`src/rtl/costas_loop_filter_if.sv`:
```
// rtl/costas_loop_filter_if.sv - baseband sample stream in, NCO frequency correction and lock status out
interface costas_loop_filter_if #(
    parameter int DW = 16,
    parameter int EW = 20
);
    logic                 din_valid;
    logic signed [DW-1:0] i_in;
    logic signed [DW-1:0] q_in;
    logic signed [31:0]   freq_mod_o;
    logic                 fmod_valid;
    logic signed [EW-1:0] err_o;
    logic                 locked;

    modport master (
        output din_valid, i_in, q_in,
        input  freq_mod_o, fmod_valid, err_o, locked
    );

    modport slave (
        input  din_valid, i_in, q_in,
        output freq_mod_o, fmod_valid, err_o, locked
    );
endinterface

```
`src/rtl/costas_loop_filter.sv`:
```
// rtl/costas_loop_filter.sv - Costas phase detector, integrate-and-dump and clamped PI filter driving the NCO
// Three stages: dump -> integrator -> output/lock.
module costas_loop_filter #(
    parameter int          DW       = 16,
    parameter int          N_ACC    = 16,
    parameter int          KP_SHIFT = 10,
    parameter int          KI_SHIFT = 4,
    parameter logic [31:0] FMOD_MAX = 32'd16777216,
    parameter int          LOCK_THR = 256,
    parameter int          LOCK_CNT = 8
) (
    input  logic                    clk,
    input  logic                    reset_n,
    input  logic                    clken,
    input  logic                    loop_en,
    costas_loop_filter_if.slave     bus
);
    localparam int CW = $clog2(N_ACC);
    localparam int AW = DW + CW;
    localparam int LW = $clog2(LOCK_CNT + 1);

    localparam logic [CW-1:0]        CNT_LAST = CW'(N_ACC - 1);
    localparam logic [LW-1:0]        LOCK_TOP = LW'(LOCK_CNT);
    localparam logic signed [33:0]   FMAX     = $signed({2'b00, FMOD_MAX});
    localparam logic signed [33:0]   FMIN     = -FMAX;
    localparam logic signed [33:0]   THR      = 34'(LOCK_THR);
    localparam logic signed [DW-1:0] PD_MIN   = {1'b1, {(DW-1){1'b0}}};
    localparam logic signed [DW-1:0] PD_MAX   = ~PD_MIN;

    logic signed [AW-1:0] r_acc;
    logic [CW-1:0]        r_cnt;
    logic signed [AW-1:0] r_err;
    logic                 r_dump;
    logic                 r_stage2;
    logic signed [31:0]   r_integ;
    logic signed [31:0]   r_freq;
    logic                 r_fmod_valid;
    logic signed [AW-1:0] r_err_o;
    logic [LW-1:0]        r_lock_cnt;
    logic                 r_locked;

    logic signed [DW-1:0] w_q_neg;
    logic signed [DW-1:0] w_pd;
    logic signed [AW-1:0] w_acc_sum;
    logic signed [33:0]   w_e34;
    logic signed [33:0]   w_integ34;
    logic signed [33:0]   w_integ_sum;
    logic signed [33:0]   w_fmod_sum;
    logic signed [33:0]   w_err_abs;
    logic                 w_good;
    logic [LW-1:0]        w_lock_next;

    function automatic logic signed [31:0] clamp(input logic signed [33:0] x);
        if (x > FMAX)
            return FMAX[31:0];
        else if (x < FMIN)
            return FMIN[31:0];
        else
            return x[31:0];
    endfunction

    // Negating the most negative Q would wrap, so it saturates instead.
    assign w_q_neg     = (bus.q_in == PD_MIN) ? PD_MAX : -bus.q_in;
    assign w_pd        = bus.i_in[DW-1] ? w_q_neg : bus.q_in;
    assign w_acc_sum   = r_acc + {{CW{w_pd[DW-1]}}, w_pd};

    assign w_e34       = {{(34-AW){r_err[AW-1]}}, r_err};
    assign w_integ34   = {{2{r_integ[31]}}, r_integ};
    assign w_integ_sum = w_integ34 + (w_e34 <<< KI_SHIFT);
    // Stage 2 sees the integrator value already updated by stage 1.
    assign w_fmod_sum  = (w_e34 <<< KP_SHIFT) + w_integ34;

    assign w_err_abs   = r_err[AW-1] ? -w_e34 : w_e34;
    assign w_good      = (w_err_abs < THR);
    assign w_lock_next = !w_good ? '0 :
                         (r_lock_cnt == LOCK_TOP) ? r_lock_cnt : r_lock_cnt + LW'(1);

    always_ff @(posedge clk or negedge reset_n) begin
        if (!reset_n) begin
            r_acc        <= '0;
            r_cnt        <= '0;
            r_err        <= '0;
            r_dump       <= 1'b0;
            r_stage2     <= 1'b0;
            r_integ      <= '0;
            r_freq       <= '0;
            r_fmod_valid <= 1'b0;
            r_err_o      <= '0;
            r_lock_cnt   <= '0;
            r_locked     <= 1'b0;
        end else if (clken) begin
            if (!loop_en) begin
                r_acc        <= '0;
                r_cnt        <= '0;
                r_err        <= '0;
                r_dump       <= 1'b0;
                r_stage2     <= 1'b0;
                r_integ      <= '0;
                r_freq       <= '0;
                r_fmod_valid <= 1'b0;
                r_err_o      <= '0;
                r_lock_cnt   <= '0;
                r_locked     <= 1'b0;
            end else begin
                r_dump       <= 1'b0;
                r_stage2     <= r_dump;
                r_fmod_valid <= r_stage2;

                if (bus.din_valid) begin
                    if (r_cnt == CNT_LAST) begin
                        r_err  <= w_acc_sum;
                        r_acc  <= '0;
                        r_cnt  <= '0;
                        r_dump <= 1'b1;
                    end else begin
                        r_acc  <= w_acc_sum;
                        r_cnt  <= r_cnt + CW'(1);
                    end
                end

                if (r_dump)
                    r_integ <= clamp(w_integ_sum);

                if (r_stage2) begin
                    r_freq     <= clamp(w_fmod_sum);
                    r_err_o    <= r_err;
                    r_lock_cnt <= w_lock_next;
                    r_locked   <= (w_lock_next == LOCK_TOP);
                end
            end
        end
    end

    // A held pulse is only presented on enabled cycles so it is neither lost nor stretched.
    assign bus.fmod_valid = r_fmod_valid & clken;
    assign bus.freq_mod_o = r_freq;
    assign bus.err_o      = r_err_o;
    assign bus.locked     = r_locked;
endmodule
```
`src/flat_wrapper.sv`:
```
// flat-port wrapper written by rule: the top's interface ports become plain ports
module costas_loop_filter_flat 
#(
    parameter int          DW       = 16,
    parameter int          N_ACC    = 16,
    parameter int          KP_SHIFT = 10,
    parameter int          KI_SHIFT = 4,
    parameter logic [31:0] FMOD_MAX = 32'd16777216,
    parameter int          LOCK_THR = 256,
    parameter int          LOCK_CNT = 8
)
  (clk, reset_n, clken, loop_en, bus_din_valid, bus_i_in, bus_q_in, bus_freq_mod_o, bus_fmod_valid, bus_err_o, bus_locked);
  costas_loop_filter_if #(.DW(DW)) bus_i ();
  input  logic clk;
  input  logic reset_n;
  input  logic clken;
  input  logic loop_en;
  input wire logic [$bits(bus_i.din_valid)-1:0] bus_din_valid;
  input wire logic [$bits(bus_i.i_in)-1:0] bus_i_in;
  input wire logic [$bits(bus_i.q_in)-1:0] bus_q_in;
  output wire logic [$bits(bus_i.freq_mod_o)-1:0] bus_freq_mod_o;
  output wire logic [$bits(bus_i.fmod_valid)-1:0] bus_fmod_valid;
  output wire logic [$bits(bus_i.err_o)-1:0] bus_err_o;
  output wire logic [$bits(bus_i.locked)-1:0] bus_locked;
  assign bus_i.din_valid = bus_din_valid;
  assign bus_i.i_in = bus_i_in;
  assign bus_i.q_in = bus_q_in;
  assign bus_freq_mod_o = bus_i.freq_mod_o;
  assign bus_fmod_valid = bus_i.fmod_valid;
  assign bus_err_o = bus_i.err_o;
  assign bus_locked = bus_i.locked;
  costas_loop_filter #(.DW(DW), .N_ACC(N_ACC), .KP_SHIFT(KP_SHIFT), .KI_SHIFT(KI_SHIFT), .FMOD_MAX(FMOD_MAX), .LOCK_THR(LOCK_THR), .LOCK_CNT(LOCK_CNT)) u_core (.clk(clk), .reset_n(reset_n), .clken(clken), .loop_en(loop_en), .bus(bus_i));
endmodule
```
`config.mk`:
```
export PLATFORM = sky130hd
export DESIGN_NAME = costas_loop_filter_flat
export DESIGN_NICKNAME = d
export VERILOG_FILES = /design/src/rtl/costas_loop_filter_if.sv /design/src/rtl/costas_loop_filter.sv /design/src/flat_wrapper.sv
export SDC_FILE = /design/constraint.sdc
export NUM_CORES = 1
export LEC_CHECK = 0
export BUFFER_PORTS_ARGS = -buffer_cell sky130_fd_sc_hd__buf_4
export CAP_MARGIN = 40
export CORE_ASPECT_RATIO = 1.5
export CORE_MARGIN = 2
export CORE_UTILIZATION = 58
export CTS_CLUSTER_DIAMETER = 200
export DETAILED_ROUTE_END_ITERATION = 8
export GPL_TIMING_DRIVEN = 1
export PLACE_DENSITY = 0.78
export SYNTH_ARGS = -nofsm -noshare
export SYNTH_HDL_FRONTEND = slang
export SYNTH_SLANG_ARGS = --single-unit
```
`constraint.sdc`:
```
create_clock -name clk -period 4.6 [get_ports clk]
set_input_delay 0.92 -clock clk [delete_from_list [all_inputs] [get_ports clk]]
set_output_delay 0.92 -clock clk [all_outputs]
set_load 0.02 [all_outputs]
```
==> metrics.md <==
| Metric | Value |
|---|---|
| Outcome | `finished, violations left` |
| Failing checks | `setup timing` |
| Hold crit path type | `primary input to asynchronous set/reset pin` |
| Htree depth | `4` |
| Cell area after layout | `0.0117 mm²` |
| CTS buffer count | `17` |
| Post-route DRC | `0` |
| Power Total | `5.51 mW` |
| Full die area | `roughly 0.017 mm²` |
| Maximum Capacitance Violations | `0` |
| RSZ-0062 raised after global routing | `yes` |
| Vias in the first global route | `around 9200` |
| Flop pwr share | `27.8%` |
| Syn nets | `roughly 1200` |
| Fin. Hold Viols | `0` |
| Die Span Y | `160 µm` |
| Lkg Pwr | `between 5 and 6 nW` |
| Sink Count | `~130` |
| WS Path Type | `primary input to register` |
| Overflow after GRT | `0` |
| P_int | `roughly 3.3 mW` |
| Finish-stage setup viols | `30` |
| Setup ws final | `-892 ps` |
| Net Sw Frac | `40.3%` |
| Synthesized instance count | `~1100` |
| Normalized max-slew margin | `52.7%` |
| FF+latch count, synth | `129` |
| Max Slew Vio Count | `0` |
| Wire length per cell | `20.6 µm` |
| Detailed Route Iter0 Violations | `about 660` |
| Finished Layout Cells | `approximately 1400` |
| ANT cells | `0` |
| Core area | `0.0160 mm²` |
| Distinct cells, synth | `a little under 80` |
| Power Dens Cells | `roughly 470 mW/mm²` |
| Hpwl dp | `22100 µm` |
| Arrival @ worst endpoint | `5800 ps` |
| Worst-margin pin slew | `701 ps` |
| First-pass GRT wire length | `46600 µm` |
| Psw | `2.22 mW` |
| Final period utilization | `119%` |
| CP endpoint | `u_core.r_err[17]` |
| Origin of the critical flop-to-flop path | `u_core.r_integ[4]` |
| WHS | `~300 ps` |
| Layout Area Growth over Synthesis | `24.7%` |
| Placer Congestion | `0.975` |
| Final wirelength | `a little under 30000 µm` |
| Starting Density | `58.5%` |
| CTS clk-pin slew, worst paths | `around 60 ps` |
| Mapped Area | `0.00939 mm²` |
| CP Launch Point | `bus_q_in[0]` |
| Power share of the combinational group | `46.3%` |
| Total track usage | `roughly a third` |
| Routed Antenna Nets | `0` |
| Util after Layout | `73.0%` |
| Clock share of power | `25.9%` |
| Post-Place Setup Slack | `-1470 ps` |
| Antenna violations before repair | `0` |
| Row count | `57` |
| Worst setup EP type | `register` |
| CP Max Fanout | `3` |
| Post-synth ARST share | `between 90% and 100%` |
| Internal reg-to-reg setup slack | `approximately 220 ps` |
| Boundary Pins | `91` |
| Ys Warns | `0` |
| Largest net degree at the start of global routing | `96` |
| CTS Buffer Depth | `2` |
| EDFF count, synth | `0` |
| Nets | `1316` |
| Setup TNS | `-18710 ps` |
| Root buffer cell | `clkbuf_16` |
| Reg2reg end | `u_core.r_integ[8]` |
| Die W | `108 µm` |
| Drt pass-1 iters | `8` |
| Post-synthesis sequential area ratio | `34.4%` |
| Ys flop type | `dfrtp_1` |
| Placed Instance Area | `0.0108 mm²` |
| Layout cells sized above 1 | `a little under a quarter` |
| Placed cell count | `1384` |
| Max Clock Freq | `182 MHz` |
| Clk_skew | `14.7 ps` |
| TritonCTS clock tree | `done` |
| Mean Syn Cell Area | `a little under 9 µm²` |
| Commonest cells after routing, fill and taps aside | `buf_4 (166), dfrtp_1 (129), nand2_1 (93)` |
| Vias/cell | `6.47` |
| Max rail drop VDD | `~0.00028 V` |
| Critical Path RT | `4900 ps` |
| Insertion delay to the later sink of the worst-skew pair | `430 ps` |
| Port buffer count | `75` |
| DR vias | `9216` |
| Final min period | `5490 ps` |
| Worst setup SP type | `primary input` |
| Most common cell after layout, fill and taps aside | `buf_4` |
| FF-to-FF path depth | `13` |
## critical path, stage by stage
cell,delay (ps)
buf_12,110
inv_12,40
ha_4,120
or3b_4,380
or3_4,340
or3_4,340
or3_4,340
or3_4,350
nor3_2,230
nor2_1,80
a21oi_2,180
ha_1,280
a211oi_2,350
o21ai_2,120
o31a_1,350
a211oi_2,240
o21a_1,250
buf_6,130
nor2_4,30
a21o_1,170
a21oi_2,140
xnor2_1,110
a22o_1,200
## metal layers
layer | wire length [µm] | track usage [%]
met5 | 0 | 0
met1 | 10900 | 38.8
met4 | 1940 | 21.0
met2 | 15300 | 61.5
met3 | 1130 | 3.76
## repair_timing
action | CTS | global route
pin swaps | 33 | 13
gates resized for setup | 33 | 18
buffers inserted | 9 | 3
hold buffers | 0 | 0
endpoints found under the setup margin | 30 | 31
## synthesized netlist by cell type (17+ instances only)
| master | number | area (µm²) |
|---|---|---|
| a21oi_1 | 60 | 300 |
| ha_1 | 70 | 876 |
| a21o_1 | 37 | 278 |
| inv_1 | 44 | 165 |
| nand4_1 | 18 | 113 |
| nor2_1 | 65 | 244 |
| o21ai_0 | 83 | 415 |
| nand2_1 | 96 | 360 |
| nor3_1 | 26 | 130 |
| o21a_1 | 18 | 135 |
| nand3_1 | 21 | 105 |
| dfrtp_1 | 129 | 3230 |
| clkbuf_1 | 27 | 101 |
| and3_1 | 17 | 106 |
| a31oi_1 | 17 | 106 |
| a22o_1 | 73 | 639 |
| xnor2_1 | 31 | 272 |
## cells by family (layout without fill, tap and decap cells)
logic type / Yosys count / count (layout) / synth area share [%]
compound gates: 398 / 398 / 30.1
simple gates: 317 / 317 / 16.8
flops: 129 / 129 / 34.4
buf+inv: 87 / 252 / 3.94
fa+ha+maj: 73 / 73 / 9.96
xor+xnor: 45 / 45 / 4.28
mux: 5 / 5 / 0.546
## power by group through the flow
stage / clock network (mW) / registers [mW] / logic [mW]
floorplan: 0 / 1.46 / 1.52
global placement: 0 / 1.53 / 2.25
detailed placement: 0 / 1.53 / 2.29
CTS: 1.44 / 1.52 / 2.46
global route: 1.49 / 1.54 / 2.77
finish: 1.43 / 1.53 / 2.55
## registers in the layout, indices dropped and copies added, names as in the netlist
signal	cells
u_core.r_stage2	1
u_core.bus.err_o	20
u_core.bus.locked	1
u_core.r_dump	1
u_core.bus.freq_mod_o	29
u_core.r_lock_cnt	4
u_core.r_integ	28
u_core.r_fmod_valid	1
u_core.r_err	20
u_core.r_acc	20
u_core.r_cnt	4
## worst min path at each step
stage / start / end / slack [ps] / cells after the start
2_1_floorplan: u_core.r_fmod_valid / u_core.r_fmod_valid / 450 / 1
3_3_place_gp: u_core.r_fmod_valid / u_core.r_fmod_valid / 460 / 1
3_5_place_dp: u_core.bus.locked / u_core.bus.locked / 460 / 2
4_1_cts: reset_n / u_core.bus.err_o[11] / 300 / 1
5_1_grt: reset_n / u_core.r_acc[12] / 300 / 1
6_report: reset_n / u_core.bus.err_o[11] / 300 / 1
## final cells by class
type	count	area (µm²)
multi-input combinational	838	6040
fill	1249	4330
sequential	129	3230
timing repair buffer	175	1380
clock buffer	18	439
tap	206	258
inverter	45	184
clock inverter	14	179
Power figures use the tool's default switching activity.
